[src/rtl/top.sv]
// Serial pattern detector: Moore FSM flagging PATTERN (MSB first) on input stream.
// Define TOP_DET_COUNT_EN to add a saturating 8-bit match counter port.
module top #(
    parameter int                   PATTERN_W = 4,
    parameter logic [PATTERN_W-1:0] PATTERN   = 4'b1010,
    parameter bit                   OVERLAP   = 1'b1
) (
    input  logic       clk,
    input  logic       rst,
    input  logic       in,
    output logic       out
`ifdef TOP_DET_COUNT_EN
    ,
    output logic [7:0] det_count
`endif
);

    typedef enum logic [3:0] {
        S0 = 4'd0,
        S1 = 4'd1,
        S2 = 4'd2,
        S3 = 4'd3,
        S4 = 4'd4,
        S5 = 4'd5,
        S6 = 4'd6,
        S7 = 4'd7,
        S8 = 4'd8
    } state_t;

    localparam logic [3:0] S_DET = 4'(PATTERN_W);

    // Longest prefix of PATTERN that is a suffix of (history of state k) + b.
    function automatic logic [3:0] next_of(input int k, input logic b);
        logic [8:0] h;
        int         hl;
        int         best;
        logic       hit;
        h  = '0;
        hl = 0;
        if (!(k == PATTERN_W && !OVERLAP)) begin
            for (int i = 0; i < k; i++) begin
                h = {h[7:0], PATTERN[PATTERN_W-1-i]};
            end
            hl = k;
        end
        h    = {h[7:0], b};
        hl   = hl + 1;
        best = 0;
        for (int j = 1; j <= PATTERN_W; j++) begin
            if (j <= hl) begin
                hit = 1'b1;
                for (int i = 0; i < j; i++) begin
                    if (h[i] != PATTERN[PATTERN_W-j+i]) begin
                        hit = 1'b0;
                    end
                end
                if (hit) begin
                    best = j;
                end
            end
        end
        return 4'(best);
    endfunction

    // Unused encodings above S_PATTERN_W map to S0.
    function automatic logic [63:0] build_tbl(input logic b);
        logic [63:0] t;
        t = '0;
        for (int k = 0; k < 16; k++) begin
            if (k <= PATTERN_W) begin
                t[k*4 +: 4] = next_of(k, b);
            end
        end
        return t;
    endfunction

    localparam logic [63:0] NXT0 = build_tbl(1'b0);
    localparam logic [63:0] NXT1 = build_tbl(1'b1);

    state_t     r_state;
    logic       r_out;
    logic [5:0] w_idx;
    logic [3:0] w_nxt;
    logic       w_hit;

    assign w_idx = {r_state, 2'b00};
    assign w_nxt = in ? NXT1[w_idx +: 4] : NXT0[w_idx +: 4];
    assign w_hit = (w_nxt == S_DET);

    always_ff @(posedge clk or negedge rst) begin
        if (!rst) begin
            r_state <= S0;
            r_out   <= 1'b0;
        end else begin
            r_state <= state_t'(w_nxt);
            r_out   <= w_hit;
        end
    end

    assign out = r_out;

`ifdef TOP_DET_COUNT_EN
    logic [7:0] r_cnt;

    always_ff @(posedge clk or negedge rst) begin
        if (!rst) begin
            r_cnt <= 8'd0;
        end else if (w_hit && r_cnt != 8'hFF) begin
            r_cnt <= r_cnt + 8'd1;
        end
    end

    assign det_count = r_cnt;
`endif

endmodule

[config.mk]
export PLATFORM = sky130hd
export DESIGN_NAME = top
export DESIGN_NICKNAME = d
export VERILOG_FILES = /design/src/rtl/top.sv
export SDC_FILE = /design/constraint.sdc
export NUM_CORES = 1
export LEC_CHECK = 0
export CAP_MARGIN = 20
export CORE_AREA = 4 4 41 43
export CTS_BUF_LIST = sky130_fd_sc_hd__clkbuf_8 sky130_fd_sc_hd__clkbuf_16
export DETAILED_ROUTE_END_ITERATION = 8
export DIE_AREA = 0 0 45 47
export PLACE_DENSITY = 0.35
export SYNTH_ARGS = -nofsm -noshare
export SYNTH_HDL_FRONTEND = slang
export SYNTH_SLANG_ARGS = --single-unit
[constraint.sdc]
create_clock -name clk -period 1.2 [get_ports clk]
set_clock_uncertainty 0.2 [all_clocks]
set_input_delay 0.24 -clock clk [delete_from_list [all_inputs] [get_ports clk]]
set_output_delay 0.24 -clock clk [all_outputs]
set_load 0.05 [all_outputs]
* Word-level counts from Yosys, hierarchy flattened
Cells that the tools add are included.
Word-level totals: flip-flop bits (word level) 5, output and inout bits 1, word-level logic and storage cells 6
Operators by class: eq/ne operators 1, shifts and indexed selects 2, mux-type cells 1
Operators by type and width (number):
- 64-bit by 7-bit variable part select with 4-bit output (first input constant) | 2
- 4-bit by 3-bit == test with 1-bit output (second input constant) | 1
- 4-bit two-way mux | 1

* Longest topological paths before layout
word-level depth 3, mapped depth 2

* Worst setup path before layout
OpenSTA, ideal clock, no wires.
path kind register -> register, start point register r_state[1], end point register r_state[1], setup time 0.131 ns, arrival time 0.871 ns, data required time 0.869 ns, slack -0.003 ns, stages on the path, launching flop included 3, clock period less this slack 1.203 ns, path through dfrtp_1 -> nor4bb_1 -> or3_1
Between the ends: word-level cells in the longest chain between the ends 2
RTL lines:
- from (decl) | RTL line 80 | state_t r_state;
- from (signal assigned) | RTL line 95 | r_state <= state_t'(w_nxt);
- 64-bit by 7-bit variable part select with 4-bit output | RTL line 87 | assign w_nxt = in ? NXT1[w_idx +: 4] : NXT0[w_idx +: 4];
- 4-bit two-way mux * | RTL line 87
- named net w_nxt[1] | RTL line 83 | logic [3:0] w_nxt;
Mark *: on every way through the listed nets, which the timed path passes. The rest lies on a longest branch.

* Worst setup path in the final report
start point register r_state[2], end point register r_state[1]
The elaborated chain is that of the path after synthesis.

==> run_results.csv <==
group,metric,value,unit
drt,via_count,144,
clock_tree,cts-htree-levels,1,
timing,period_minus_slack,1.24,ns
timing,setup_violations,1,
worst_setup_path,rr_endpoint,"r_state[1]",
drt,drt-total-wl,380,um
logic_synthesis,synth-seq-area-share,60.2,%
worst_setup_path,rr_startpoint,"r_state[2]",
global_route,grt_start_max_net_pins,7,
clock_tree,numCtsBuffers,3,
worst_setup_path,critPathCaptureType,"flop",
timing,tightestPinTransition,0.216,ns
power,power.leakage,0.132,nW
worst_setup_path,critical_path_required,1.09,ns
worst_setup_path,path_max_fanout,6,
global_route,grt_pass1_wl,552,um
floorplanning,dieHeight,47,um
status,outcome,"complete, but fails checks",
logic_synthesis,async_reset_ff_share,100,%
clock_tree,clock-root-buffer,"clkbuf_8",
timing,maxSlewViolCount,0,
timing,max_freq,0.810,GHz
floorplanning,core_area,1300,um^2
clock_tree,cts.reportedPaths.clkPinSlew,0.03,ns
timing,period_share,103,%
drt,dr.pass1.iters,1,
logic_synthesis,synth_cell_type_count,6,
timing,grt_setup_unrepaired,"true",
floorplanning,die_w,45,um
logic_synthesis,avgSynthCellArea,13.9,um^2
status,violations,"setup timing",
final_layout,nets,27,
clock_tree,hold_buffers,0,
logic_synthesis,syn-num-nets,15,
clock_tree,cts_sinks,4,
final_layout,num_antenna_cells,0,
drt,drc,0,
worst_setup_path,r2r_slack,-0.04,ns
drt,drtIter0Drc,0,
run,drv_cap,0,
logic_synthesis,ys_ff_latch,4,
logic_synthesis,synth_edf_count,0,
logic_synthesis,synthCells,12,
place,gp_congestion,0.689,
power,vdd_ir_drop_max,0.714,mV
final_layout,drive_gt1_share,40.9,%
drt,drtAntennaViolNets,0,
drt,avgRoutedWirePerCell,10.3,um
logic_synthesis,netlist_top_cells_area,"dfrtp_1 (60%), nor4bb_1 (24%), nor4b_1 (5.3%)",
floorplanning,io-pin-count,4,
logic_synthesis,synthTopCellsByCount,"dfrtp_1 (4), nor4bb_1 (4)",
floorplanning,start_util,12.8,%
logic_synthesis,yosysTopAreaCell,"dfrtp_1",
logic_synthesis,synthFlopType,"dfrtp_1",
floorplanning,rows,13,
logic_synthesis,synth_top_area_share,60.2,%
timing,hold_violations,0,
clock_tree,cts_buffer_depth,2,
place,place_ws,-0.334,ns
logic_synthesis,synth_warnings,0,
timing,maxSlewHeadroom,85.4,%
worst_setup_path,start_kind,"flop",
power,p_per_area,1630,nW/um^2
global_route,grt_use_total,4.51,%
global_route,antenna_found_initial,0,
worst_setup_path,worstSetupPathType,"flop to flop",
timing,setup_ws,-0.0352,ns
clock_tree,cts_tree,"yes",
global_route,overflow,0,
hold_path,hp-class,"primary input to async pin",
place,port_buffers,3,
final_layout,syn2layout_area_growth,81.2,%
clock_tree,insertion_delay,0.22,ns
logic_synthesis,syn_area,166,um^2
global_route,grt_pass1_vias,144,
floorplanning,fp.dieArea,2120,um^2
timing,worst_hold_slack,0.0308,ns
worst_setup_path,worstPathArrival,1.12,ns
power,power.total,0.000491,W
drt,via_per_inst,3.89,
final_layout,fill_cells,144,
worst_setup_path,ff2ff_path_depth,2,
[routing by layer]
metal | routed length (um) | GRT usage, % | vias to the layer above
met4 | 19 | 7.02 | 0
li1 | - | - | 68
met2 | 154 | 5.08 | 7
met5 | 0 | 0 | -
met1 | 166 | 3.88 | 67
met3 | 39 | 3.83 | 2
[cell families (layout without fill, tap and decap cells)]
logic type | count (synthesis) | count (layout) | synth area share [%]
and+or+nand+nor | 7 | 7 | 36.8
DFF | 4 | 4 | 60.2
AOI/OAI and AO/OA | 1 | 1 | 3.00
buffers and inverters | 0 | 10 | 0
[report_power, final]
part | total, W | switching [W] | internal (W) | leakage [nW]
registers | 0.000154 | 0.00000982 | 0.000145 | 0.0522
clock network | 0.000282 | 0.0000681 | 0.000214 | 0.0216
logic | 0.0000548 | 0.0000193 | 0.0000355 | 0.0577
[worst max path at each step]
stage          startpoint         end  cells after the start
4_1_cts        r_state[0]  r_state[1]                      2
5_1_grt        r_state[2]  r_state[1]                      2
2_1_floorplan  r_state[1]  r_state[1]                      2
3_5_place_dp           in  r_state[1]                      3
3_3_place_gp           in  r_state[1]                      3
6_report       r_state[2]  r_state[1]                      2
[placed cells by master, fill, tap and decap left out]
| cell type | instances |
|---|---|
| dfrtp_1 | 4 |
| buf_12 | 1 |
| or3_1 | 1 |
| dlygate4sd2_1 | 1 |
| and2_1 | 1 |
| nor4bb_1 | 3 |
| buf_4 | 4 |
| nor4bb_2 | 1 |
| clkbuf_8 | 3 |
| clkdlybuf4s50_1 | 1 |
| nor4b_1 | 1 |
| o21ai_1 | 1 |
[stage by stage]
stage,util [%],TNS [ns],std cells,instance area (um^2)
3_5_place_dp,19.0,-0.833,33,248
5_1_grt,23.2,-0.0939,37,302
3_3_place_gp,19.0,-0.802,33,248
6_report,23.2,-0.0352,37,302
4_1_cts,22.7,-0.0150,37,295
2_1_floorplan,-,0,12,166
[flip-flops by register name, summed over array words and instances (netlist names)]
register  count
r_state       3
out           1
[critical path: stages, from the launching register on]
cell	delay (ns)
dfrtp_1	0.42
nor4bb_2	0.19
or3_1	0.29
[repair_timing]
action | in CTS | in global routing
buffers inserted | 1 | 0
setup endpoints to repair | 2 | 3
pin swaps | 1 | 2
resized for setup | 1 | 2
[cell type report]
type / count / area [um^2] / area share, %
Timing Repair Buffer: 7 / 68.8 / 22.8
Tap cell: 15 / 18.8 / 6.22
Clock buffer: 3 / 41.3 / 13.7
Multi-Input combinational cell: 8 / 72.6 / 24.1
Sequential cell: 4 / 100 / 33.2
(Power assumes the default switching activity.)
